<file path="config.mk">
export PLATFORM = sky130hd
export DESIGN_NAME = node_port_ctrl_flat
export DESIGN_NICKNAME = d
export VERILOG_FILES = /design/src/rtl/node_port_ctrl_pkg.sv /design/src/rtl/node_port_ctrl_if.sv /design/src/rtl/node_port_ctrl_prio.sv /design/src/rtl/node_port_ctrl.sv /design/src/flat_wrapper.sv
export SDC_FILE = /design/constraint.sdc
export NUM_CORES = 1
export LEC_CHECK = 0
export BUFFER_PORTS_ARGS = -buffer_cell sky130_fd_sc_hd__buf_2
export CAP_MARGIN = 20
export CORE_MARGIN = 2
export CORE_UTILIZATION = 26
export DETAILED_ROUTE_END_ITERATION = 16
export PLACE_DENSITY_LB_ADDON = 0.15
export SETUP_SLACK_MARGIN = 0.05
export SYNTH_ARGS = -nofsm -noshare
export SYNTH_HDL_FRONTEND = slang
export SYNTH_SLANG_ARGS = --single-unit
</file>
<file path="constraint.sdc">
create_clock -name clk -period 2.4 [get_ports clk]
set_clock_uncertainty 0.05 [all_clocks]
set_input_delay 0.12 -clock clk [delete_from_list [all_inputs] [get_ports clk]]
set_output_delay 0.12 -clock clk [all_outputs]
set_load 0.1 [all_outputs]
</file>
<file path="src/rtl/node_port_ctrl_pkg.sv">
// Shared definitions for the TIS node port sequencer: target codes, link
// direction indices, FSM encoding and the ANY arbitration orders.
package node_port_ctrl_pkg;

  localparam logic [2:0] TARGET_NIL   = 3'd0;
  localparam logic [2:0] TARGET_ACC   = 3'd1;
  localparam logic [2:0] TARGET_UP    = 3'd2;
  localparam logic [2:0] TARGET_DOWN  = 3'd3;
  localparam logic [2:0] TARGET_LEFT  = 3'd4;
  localparam logic [2:0] TARGET_RIGHT = 3'd5;
  localparam logic [2:0] TARGET_ANY   = 3'd6;
  localparam logic [2:0] TARGET_LAST  = 3'd7;

  localparam logic [1:0] DIR_UP    = 2'd0;
  localparam logic [1:0] DIR_DOWN  = 2'd1;
  localparam logic [1:0] DIR_LEFT  = 2'd2;
  localparam logic [1:0] DIR_RIGHT = 2'd3;

  typedef enum logic [1:0] {ST_IDLE, ST_RD, ST_WR, ST_DONE} state_t;

  // Priority lists: the lowest 2-bit slot holds the highest-priority direction.
  localparam logic [7:0] RD_PRIO = {DIR_DOWN, DIR_UP, DIR_RIGHT, DIR_LEFT};
  localparam logic [7:0] WR_PRIO = {DIR_DOWN, DIR_RIGHT, DIR_LEFT, DIR_UP};

  // LAST only counts as a port once a direction has been recorded.
  function automatic logic is_port(input logic [2:0] code, input logic lv);
    return (code >= TARGET_UP) && !((code == TARGET_LAST) && !lv);
  endfunction

  function automatic logic [1:0] target_dir(input logic [2:0] code, input logic [1:0] last);
    if (code == TARGET_LAST) return last;
    return 2'(code - TARGET_UP);
  endfunction

endpackage

</file>
<file path="src/rtl/node_port_ctrl_if.sv">
// Neighbour link bundle: four read channels with per-port data and four
// write channels sharing one data word.
interface node_port_ctrl_if #(parameter int DATA_W = 11);
  logic        [4*DATA_W-1:0] in_data;
  logic        [3:0]          in_valid;
  logic        [3:0]          in_ready;
  logic signed [DATA_W-1:0]   out_data;
  logic        [3:0]          out_valid;
  logic        [3:0]          out_ready;

  modport master (input in_data, in_valid, out_ready, output in_ready, out_data, out_valid);
  modport slave  (output in_data, in_valid, out_ready, input in_ready, out_data, out_valid);
endinterface

</file>
<file path="src/rtl/node_port_ctrl_prio.sv">
// Fixed-priority one-hot arbiter over the four link directions; the order is
// a parameter so reads and writes can use different rankings.
module port_prio_sel #(
  parameter logic [7:0] ORDER = 8'b11_10_01_00
) (
  input  logic [3:0] req,
  output logic [3:0] grant,
  output logic [1:0] idx
);
  always_comb begin
    grant = '0;
    idx   = '0;
    // Walk from lowest to highest priority so the best requester wins last.
    for (int i = 3; i >= 0; i--) begin
      if (req[ORDER[2*i +: 2]]) begin
        grant = 4'b0001 << ORDER[2*i +: 2];
        idx   = ORDER[2*i +: 2];
      end
    end
  end
endmodule

</file>
<file path="src/rtl/node_port_ctrl.sv">
// Blocking port-transfer sequencer for one TIS node (read, then write).
// Optional stall watchdog with `deadlock` output: define NODE_PORT_DEADLOCK_EN.
module node_port_ctrl
  import node_port_ctrl_pkg::*;
#(
  parameter int DATA_W = 11
`ifdef NODE_PORT_DEADLOCK_EN
  , parameter int TIMEOUT = 1023
`endif
) (
  input  logic                     clk,
  input  logic                     reset,
  input  logic                     req,
  input  logic [2:0]               src,
  input  logic [2:0]               dst,
  input  logic signed [DATA_W-1:0] src_val,
  output logic signed [DATA_W-1:0] data,
  output logic                     done,
  output logic                     busy,
  node_port_ctrl_if.master         link,
`ifdef NODE_PORT_DEADLOCK_EN
  output logic                     deadlock,
`endif
  output logic [1:0]               last_dir,
  output logic                     last_vld
);
  state_t     state, state_nxt;
  logic [2:0] src_q, dst_q;
  logic [3:0] rd_grant, wr_grant;
  logic [1:0] rd_idx, wr_idx, rd_dir;
  logic       rd_hs, wr_hs;

  port_prio_sel #(.ORDER(RD_PRIO)) u_rd_prio (.req(link.in_valid),  .grant(rd_grant), .idx(rd_idx));
  port_prio_sel #(.ORDER(WR_PRIO)) u_wr_prio (.req(link.out_ready), .grant(wr_grant), .idx(wr_idx));

  assign rd_dir = (src_q == TARGET_ANY) ? rd_idx : target_dir(src_q, last_dir);

  always_comb begin
    link.in_ready  = '0;
    link.out_valid = '0;
    link.out_data  = '0;
    if (state == ST_RD) begin
      link.in_ready = (src_q == TARGET_ANY) ? rd_grant : (4'b0001 << rd_dir);
    end
    if (state == ST_WR) begin
      link.out_data = data;
      // ANY offers everywhere until someone is ready, then only to the winner.
      if (dst_q == TARGET_ANY) link.out_valid = (|link.out_ready) ? wr_grant : 4'b1111;
      else                     link.out_valid = 4'b0001 << target_dir(dst_q, last_dir);
    end
  end

  assign rd_hs = (state == ST_RD) && |(link.in_valid & link.in_ready);
  assign wr_hs = (state == ST_WR) && |(link.out_valid & link.out_ready);
  assign done  = (state == ST_DONE);
  assign busy  = (state != ST_IDLE);

  always_comb begin
    state_nxt = state;
    case (state)
      ST_IDLE: if (req) begin
        if (is_port(src, last_vld))      state_nxt = ST_RD;
        else if (is_port(dst, last_vld)) state_nxt = ST_WR;
        else                             state_nxt = ST_DONE;
      end
      ST_RD:   if (rd_hs) state_nxt = is_port(dst_q, last_vld) ? ST_WR : ST_DONE;
      ST_WR:   if (wr_hs) state_nxt = ST_DONE;
      ST_DONE: state_nxt = ST_IDLE;
      default: state_nxt = ST_IDLE;
    endcase
  end

  always_ff @(posedge clk or posedge reset) begin
    if (reset) begin
      state    <= ST_IDLE;
      src_q    <= TARGET_NIL;
      dst_q    <= TARGET_NIL;
      data     <= '0;
      last_dir <= '0;
      last_vld <= 1'b0;
    end else begin
      state <= state_nxt;
      if (state == ST_IDLE && req) begin
        src_q <= src;
        dst_q <= dst;
        if (!is_port(src, last_vld)) data <= src_val;
      end
      if (rd_hs) begin
        data <= $signed(link.in_data[int'(rd_dir)*DATA_W +: DATA_W]);
        if (src_q == TARGET_ANY) begin
          last_dir <= rd_idx;
          last_vld <= 1'b1;
        end
      end
      if (wr_hs && dst_q == TARGET_ANY) begin
        last_dir <= wr_idx;
        last_vld <= 1'b1;
      end
    end
  end

`ifdef NODE_PORT_DEADLOCK_EN
  localparam int CW = $clog2(TIMEOUT + 1);
  logic [CW-1:0] stall_cnt;
  logic          stalled;

  assign stalled = (state == ST_RD) || (state == ST_WR);

  always_ff @(posedge clk or posedge reset) begin
    if (reset) begin
      stall_cnt <= '0;
      deadlock  <= 1'b0;
    end else begin
      if (state == ST_IDLE) stall_cnt <= '0;
      else if (stalled && stall_cnt != CW'(TIMEOUT)) stall_cnt <= stall_cnt + 1'b1;
      if (state_nxt == ST_IDLE) deadlock <= 1'b0;
      else if (stalled && stall_cnt >= CW'(TIMEOUT - 1)) deadlock <= 1'b1;
    end
  end
`endif

endmodule

</file>
<file path="src/flat_wrapper.sv">
// flat-port wrapper written by rule: the top's interface ports become plain ports
module node_port_ctrl_flat import node_port_ctrl_pkg::*;
#(
  parameter int DATA_W = 11

)
  (clk, reset, req, src, dst, src_val, data, done, busy, last_dir, last_vld, link_in_data, link_in_valid, link_out_ready, link_in_ready, link_out_data, link_out_valid);
  node_port_ctrl_if #(.DATA_W(DATA_W)) link_i ();
  input  logic clk;
  input  logic reset;
  input  logic req;
  input  logic [2:0] src;
  input  logic [2:0] dst;
  input  logic signed [DATA_W-1:0] src_val;
  output logic signed [DATA_W-1:0] data;
  output logic done;
  output logic busy;
  output logic [1:0] last_dir;
  output logic last_vld;
  input wire logic [$bits(link_i.in_data)-1:0] link_in_data;
  input wire logic [$bits(link_i.in_valid)-1:0] link_in_valid;
  input wire logic [$bits(link_i.out_ready)-1:0] link_out_ready;
  output wire logic [$bits(link_i.in_ready)-1:0] link_in_ready;
  output wire logic [$bits(link_i.out_data)-1:0] link_out_data;
  output wire logic [$bits(link_i.out_valid)-1:0] link_out_valid;
  assign link_i.in_data = link_in_data;
  assign link_i.in_valid = link_in_valid;
  assign link_i.out_ready = link_out_ready;
  assign link_in_ready = link_i.in_ready;
  assign link_out_data = link_i.out_data;
  assign link_out_valid = link_i.out_valid;
  node_port_ctrl #(.DATA_W(DATA_W)) u_core (.clk(clk), .reset(reset), .req(req), .src(src), .dst(dst), .src_val(src_val), .data(data), .done(done), .busy(busy), .link(link_i), .last_dir(last_dir), .last_vld(last_vld));
endmodule
</file>
==> impl_metrics.ini, run 1 <==
[floorplan]
core_area_um2 = 7767
start_util = 0.2705
die_area_um2 = 8815
rows = 32
ios = 107
die_h_um = 93.89
die-width_um = 93.89

[timing]
fin_crit_ns = 2.257
final.setup.worst_slack_ns = 0.1434
holdWs_ns = -0.01557
setup_viol = 0
fmax_mhz = 443.1
slew_viol_final = 0
max-slew-margin-rel = 0.4114
rsz0062_at_grt = false
fin_crit_sh = 0.9403
worstMarginPinSlew_ns = 0.8820
hold_violations = 22

[synthesis]
syn-num-nets = 315
synthesis.area_um2 = 2101
ys_seq_area_frac = 0.2621
ys_ff_latch = 22
synth_warnings = 0
post-synth-top-area-cell = dfrtp_1
synth_edf_count = 0
syn_inst = 238
synth_area_leaders = dfrtp_1 26%, mux2_2 16%, mux2i_1 12%, a21oi_1 4.5%, nor2_1 3.4%
ys.flop_type = dfrtp_1
synth_top_cell_area_share = 0.2621
syn_avg_cell_area_um2 = 8.827
ys_types = 51
ys_async_sr_fraction = 1.000

[cells_and_area]
final_cell_mix = 104 x buf_2, 29 x mux2_2, 25 x mux2i_1
layout_commonest_cell = buf_2
drive_above_1_share = 0.4809
areaGrowthSynthToFinish_pct = 37.05
final_nets = 419
final-instance-count-excl-fill = 443
stdcell_area_um2 = 2879
antenna_cells = 0

[worst_setup_path]
path_cells = inv_1 -> ha_2 -> nand2_1 -> a2111o_1 -> and4b_1 -> a221o_1 -> mux2_1
critPathCaptureType = register
cpPeakStageDelay_ns = 0.41
timing_worst_setup_path_type = register to register
critical-path-top-delay-family = compound AO/OA/AOI/OAI gates
rrSetupSlack_ns = 0.14
required_ns = 2.50
path_max_fanout = 7
cp_slowest_cell = dfrtp_1
path_buf_inv = 1
critPathArrivalTime_ns = 2.35
startpoint_type = register

[clock_network]
clk_latency_ns = 0.26
cts_buffers = 3
cts.clk_slew.worst_paths_ns = 0.08
ctsHoldBuffers = 0
cts_setup_buffers = 0
cts_tree = yes
cts_buffer_depth = 2
ctsHtreeMaxLevel = 1
root_buffer = clkbuf_8
clkSinkCount = 22

[global_routing]
grt_usage = 0.1385
grt_pass1_vias = 1939
antenna_found_initial = 0
grt_pass1_wl_um = 9791
grt_max_degree = 23
gr-total-overflow = 0

[place]
hpwlAfterDp_um = 5137
port_buffers = 106
place_area_um2 = 2814
pre_cts_ws_ns = 0.1210
routabilityCongestion = 0.9026
dp_cells = 439

[routing]
first_pass_iters = 4
vias_per_cell = 4.835
drtIter0Drc = 88
routed_wl_um = 6308
wl_per_cell_um = 14.24
drc = 0
drtAntennaViolNets = 0
vias = 2142

[outcome]
status = complete, but fails checks
violations = negative hold slack

[flow_run]
maxCapViolCount = 0

[hold_path]
min_path_type = input port to async pin
[layout make-up]
| type | instances | area (um^2) |
|---|---|---|
| repair buffers | 114 | 620.6 |
| multi-input cells | 187 | 1470 |
| inverters | 14 | 52.55 |
| clock buffers | 4 | 55.05 |
| fillers | 849 | 4888 |
| well taps | 102 | 127.6 |
| flip-flops and latches | 22 | 553.0 |
[path summary, 6_finish.rpt]
kind                                        startpoint                              to  depth (start not counted)
setup / recovery           u_core.state[0]$_DFFE_PP0P_     u_core.state[1]$_DFFE_PP0P_                          7
hold / removal                                   reset      u_core.data[8]$_DFFE_PP0P_                          2
setup reg to reg           u_core.state[0]$_DFFE_PP0P_     u_core.state[1]$_DFFE_PP0P_                          7
hold reg to reg            u_core.state[1]$_DFFE_PP0P_     u_core.state[1]$_DFFE_PP0P_                          1
max in group asynchronous                        reset  u_core.last_dir[1]$_DFFE_PP0P_                          2
min in group clk                                dst[0]     u_core.dst_q[0]$_DFFE_PP0P_                          2
[kinds of logic after synthesis]
logic type / after synthesis / synth area share
flops: 22 / 0.2621
fa+ha+maj: 5 / 0.02978
buf+inv: 29 / 0.06193
simple gates: 75 / 0.1948
compound gates: 52 / 0.1715
mux: 55 / 0.2799
[worst reg2reg max path, stage by stage (launching register included)]
cell and delay (ns):
dfrtp_1 0.41, inv_1 0.14, ha_2 0.27, nand2_1 0.07
a2111o_1 0.33, and4b_1 0.19, a221o_1 0.39, mux2_1 0.32
[sequential cells by signal, indices dropped and copies added, names as in the netlist]
register and flops:
u_core.data 11, u_core.dst_q 3, u_core.src_q 3, u_core.last_dir 2, u_core.state 2, u_core.last_vld 1
[cells in the mapped netlist, types with 2 or more instances]
library cell and number:
clkbuf_1 6, buf_4 2, nor2_1 19, nand3_1 5
nand3b_1 2, a21oi_1 19, and3_1 2, nand2_1 12
inv_1 14, nand4b_1 3, dfrtp_1 22, o21a_1 2
and2_1 11, o21ai_0 8, ha_1 5, mux2_2 29
a32oi_1 3, nor3b_1 2, nor2b_1 4, a221oi_1 2
mux2i_1 25, a2bb2oi_1 2, nor3_1 2, buf_2 5
nand2b_1 5, a31oi_1 2
[timing repair]
| item | CTS | global route |
|---|---|---|
| hold endpoints to repair | 0 | 0 |
| resized for setup | 0 | 3 |
| endpoints found under the setup margin | 0 | 1 |
[per-stage QoR]
step / TNS [ns] / util / hold WS [ns]
after CTS: 0 / 0.3694 / 0.02153
final: 0 / 0.3707 / -0.01557
after floorplan: -0.07408 / - / 0.05909
after global routing: 0 / 0.3707 / 0.05567
after detailed placement: 0 / 0.3623 / 0.3118
after global placement: 0 / 0.3623 / 0.3173
[metal layers]
layer	global-route usage	part of all wire	vias up
li1	-	-	1066
met5	0	0	-
met2	0.2244	0.49	64
met4	0.02174	0.0051	0
met3	0.02889	0.061	2
met1	0.1933	0.45	1010
Power of run 1 is left out: the tool's default activity adds up to more than one toggle a clock period on the data nets, which glitch-free logic cannot reach.
==> run 2: changes to the inputs <==
--- a/config.mk
+++ b/config.mk
@@ -5,6 +5,7 @@
 export SDC_FILE = /design/constraint.sdc
 export NUM_CORES = 1
 export LEC_CHECK = 0
+export ABC_CLOCK_PERIOD_IN_PS = 2300
 export BUFFER_PORTS_ARGS = -buffer_cell sky130_fd_sc_hd__buf_2
 export CAP_MARGIN = 20
 export CORE_MARGIN = 2
==> constraint.sdc (replaced) <==
create_clock -name clk -period 2.3 [get_ports clk]
set_clock_uncertainty 0.05 [all_clocks]
set_input_delay 0.115 -clock clk [delete_from_list [all_inputs] [get_ports clk]]
set_output_delay 0.115 -clock clk [all_outputs]
set_load 0.1 [all_outputs]
==> impl_metrics.ini, run 2 (same netlist as run 1, synthesis figures left out) <==
[cells_and_area]
areaGrowthSynthToFinish_pct = 45.50
reg.largest.list = u_core.data: 11 flops, u_core.dst_q: 3 flops, u_core.src_q: 3 flops
largest_register = u_core.data
final_nets = 427
antenna_cells = 0
largest_reg_flops = 11
drive_above_1_share = 0.5186
final_cell_mix = 101 x buf_2, 29 x mux2_2, 25 x mux2i_1
postLayoutCoreUtil = 0.3935
layout_commonest_cell = buf_2

[worst_setup_path]
startpoint_type = register
required_ns = 2.41
timing_worst_setup_path_type = register to register
critPathCaptureType = register
critPathLaunch = u_core.src_q[0]$_DFFE_PP0P_
path_max_fanout = 10
r2r-start = u_core.src_q[0]$_DFFE_PP0P_
critPathArrivalTime_ns = 2.31
rrSetupSlack_ns = 0.1

[clock_network]
clk_latency_ns = 0.27
cts.clk_slew.worst_paths_ns = 0.08
clkSinkCount = 22
root_buffer = clkbuf_8
cts_buffers = 3
ctsHtreeMaxLevel = 1
cts_buffer_depth = 2
cts_tree = yes

[timing]
fin_tns_setup_ns = 0
rsz0062_at_grt = true
max-slew-margin-rel = 0.6685
fmax_mhz = 453.8
holdWs_ns = 0.04197
fin_crit_sh = 0.9581
worstMarginPinSlew_ns = 0.5008
hold_violations = 0
fin_crit_ns = 2.204
setup_viol = 0
slew_viol_final = 0

[routing]
first_pass_iters = 4
wl_per_cell_um = 14.31
drtAntennaViolNets = 0
drc = 0
routed_wl_um = 6456
vias_per_cell = 4.734
drtIter0Drc = 50
vias = 2135

[floorplan]
core_area_um2 = 7767
die-width_um = 93.89
die_h_um = 93.89
start_util = 0.2705
ios = 107
die_area_um2 = 8815
rows = 32

[global_routing]
gr-total-overflow = 0
grt_max_degree = 23
grt_pass1_wl_um = 9715
antenna_found_initial = 0
grt_pass1_vias = 2048
grt_usage = 0.1381

[outcome]
status = finished, final reports clean

[place]
port_buffers = 106
routabilityCongestion = 0.8528
hpwlAfterDp_um = 5301

[flow_run]
maxCapViolCount = 0

[hold_path]
min_path_type = input port to register
hp-start = dst[0]
==> run 2: repair_timing <==
item / CTS / global route
hold buffers: 1 / 0
buffers inserted: 0 / 1
endpoints found under the setup margin: 0 / 5
gates resized for setup: 0 / 15
endpoints found under the hold margin: 11 / 0
==> run 2: worst max-delay path: stages, from the launching register on <==
cell and delay, ns:
dfrtp_2 0.49, or3_4 0.43, a31oi_1 0.22, o21ai_1 0.16
a311oi_4 0.35, mux2i_1 0.12, mux2_2 0.27
==> run 2: per-layer routing <==
layer / GRT usage / part of all wire / vias up
met3: 0.02006 / 0.047 / 6
met2: 0.2310 / 0.48 / 46
met5: 0 / 0 / -
met1: 0.1857 / 0.46 / 995
li1: - / - / 1088
met4: 0.03744 / 0.014 / 0
==> run 2: worst paths after layout <==
kind,endpoint,cells past startpoint
worst min register to register,u_core.last_vld$_DFFE_PP0P_,1
max in group asynchronous,u_core.last_dir[1]$_DFFE_PP0P_,4
min in group asynchronous,u_core.data[7]$_DFFE_PP0P_,3
worst max-delay path,u_core.last_dir[1]$_DFFE_PP0P_,6
worst min-delay path,u_core.dst_q[0]$_DFFE_PP0P_,2
worst max register to register,u_core.last_dir[1]$_DFFE_PP0P_,6
==> run 2: layout make-up <==
cell class / instances / area, um^2
repair buffers: 122 / 740.7
clock inverters: 1 / 30.03
inverters: 14 / 52.55
flip-flops and latches: 22 / 560.5
fillers: 813 / 4711
well taps: 102 / 127.6
clock buffers: 3 / 41.29
multi-input cells: 187 / 1504
==> run 2: through the flow <==
step | setup slack [ns] | instance area (um^2) | cells
floorplan | 0.06147 | 2138 | 238
global placement | 0.05043 | 2910 | 445
detailed placement | 0.1013 | 2910 | 445
CTS | 0.09032 | 2992 | 450
global route | -0.02265 | 3057 | 451
finish | 0.09640 | 3057 | 451
Power of run 2 is left out for the same reason.
==> run 3: changes to the inputs <==
--- a/config.mk
+++ b/config.mk
@@ -8,6 +8,8 @@
 export ABC_CLOCK_PERIOD_IN_PS = 2300
 export BUFFER_PORTS_ARGS = -buffer_cell sky130_fd_sc_hd__buf_2
 export CAP_MARGIN = 20
+export CELL_PAD_IN_SITES_DETAIL_PLACEMENT = 1
+export CELL_PAD_IN_SITES_GLOBAL_PLACEMENT = 1
 export CORE_MARGIN = 2
 export CORE_UTILIZATION = 26
 export DETAILED_ROUTE_END_ITERATION = 16
==> impl_metrics.ini, run 3 (same netlist as run 1, synthesis figures left out) <==
[outcome]
status = finished, final reports clean

[worst_setup_path]
timing_worst_setup_path_type = register to register
startpoint_type = register
path_cells = nor3b_1 -> o21ai_0 -> a2bb2oi_1 -> nor3b_1 -> a221o_1 -> mux2_1
cpPeakStageDelay_ns = 0.47
crit_top_cell = nor3b_1
required_ns = 2.40
path_buf_inv = 0
critPathCaptureType = register
critical-path-top-delay-family = compound AO/OA/AOI/OAI gates
cp_slowest_cell = dfrtp_1
path_max_fanout = 8
critPathArrivalTime_ns = 2.29

[clock_network]
cts_buffer_depth = 2
cts.clk_slew.worst_paths_ns = 0.09
cts_setup_buffers = 0
ctsHtreeMaxLevel = 1
clk_latency_ns = 0.26
clkSinkCount = 22
cts_tree = yes
cts_buffers = 3
root_buffer = clkbuf_8

[flow_run]
maxCapViolCount = 0

[floorplan]
rows = 32
die-width_um = 93.89
ios = 107
start_util = 0.2705
core_area_um2 = 7767
die_area_um2 = 8815
die_h_um = 93.89

[cells_and_area]
largest_reg_flops = 11
drive_above_1_share = 0.5043
final-instance-count-excl-fill = 451
areaGrowthSynthToFinish_pct = 41.22
layout_commonest_cell = buf_2
nFillCells = 966
final_nets = 427
largest_register = u_core.data
reg.largest.list = u_core.data: 11 flops, u_core.dst_q: 3 flops, u_core.src_q: 3 flops
final_cell_mix = 102 x buf_2, 29 x mux2_2, 25 x mux2i_1
antenna_cells = 0

[global_routing]
grt_max_degree = 23
grt_pass1_wl_um = 10960
antenna_found_initial = 0
grt_usage = 0.1563
gr-total-overflow = 0
grt_pass1_vias = 2105

[routing]
wl_per_cell_um = 15.59
vias_per_cell = 4.794
vias = 2162
drtAntennaViolNets = 0
routed_wl_um = 7030
first_pass_iters = 4
drtIter0Drc = 47
drc = 0

[timing]
worstMarginPinSlew_ns = 0.6715
max-slew-margin-rel = 0.5518
fmax_mhz = 456.0
setup_viol = 0
rsz0062_at_grt = true
fin_tns_setup_ns = 0
fin_crit_ns = 2.193
fin_crit_sh = 0.9534
slew_viol_final = 0
hold_violations = 0

[place]
routabilityCongestion = 0.7807
dp_cells = 446
hpwlAfterDp_um = 5880
port_buffers = 106

[hold_path]
min_path_type = input port to register
run 3: metrics by stage:
stage	worst slack [ns]	cell area [um^2]	utilization	hold slack [ns]
3_3_place_gp	0.1100	2873	0.3698	0.1944
5_1_grt	0.01616	2967	0.3819	0.05033
4_1_cts	0.05260	2940	0.3785	0.04848
3_5_place_dp	0.03521	2873	0.3698	0.2065
6_report	0.1072	2967	0.3819	0.05337
2_1_floorplan	0.06147	2138	-	0.05411
run 3: timing repair:
action,CTS,global route
endpoints found under the hold margin,15,0
hold buffers,1,0
gates cloned,0,0
endpoints found under the setup margin,1,6
gates resized for setup,2,8
run 3: worst paths after layout:
check / start / end / slack, ns / cells past startpoint
worst min register to register: u_core.last_vld$_DFFE_PP0P_ / u_core.last_vld$_DFFE_PP0P_ / 0.52 / 1
max in group asynchronous: reset / u_core.data[9]$_DFFE_PP0P_ / 1.19 / 4
worst max-delay path: u_core.src_q[2]$_DFFE_PP0P_ / u_core.state[1]$_DFFE_PP0P_ / 0.11 / 6
worst max register to register: u_core.src_q[2]$_DFFE_PP0P_ / u_core.state[1]$_DFFE_PP0P_ / 0.11 / 6
worst min-delay path: dst[0] / u_core.dst_q[0]$_DFFE_PP0P_ / 0.05 / 2
min in group asynchronous: reset / u_core.data[3]$_DFFE_PP0P_ / 0.44 / 3
run 3: final cells by class:
class                   count  area (um^2)  share of cell area
repair buffers            122        700.7              0.2362
inverters                  14        52.55             0.01771
flip-flops and latches     22        559.3              0.1885
multi-input cells         187         1471              0.4960
clock buffers               4        55.05             0.01856
well taps                 102        127.6             0.04302
run 3: metal layers:
layer	global-route usage	wire, um
met5	0	0
met4	0.03019	59
met3	0.02167	351
met2	0.2589	3378
met1	0.2177	3240
Power of run 3 is left out for the same reason.
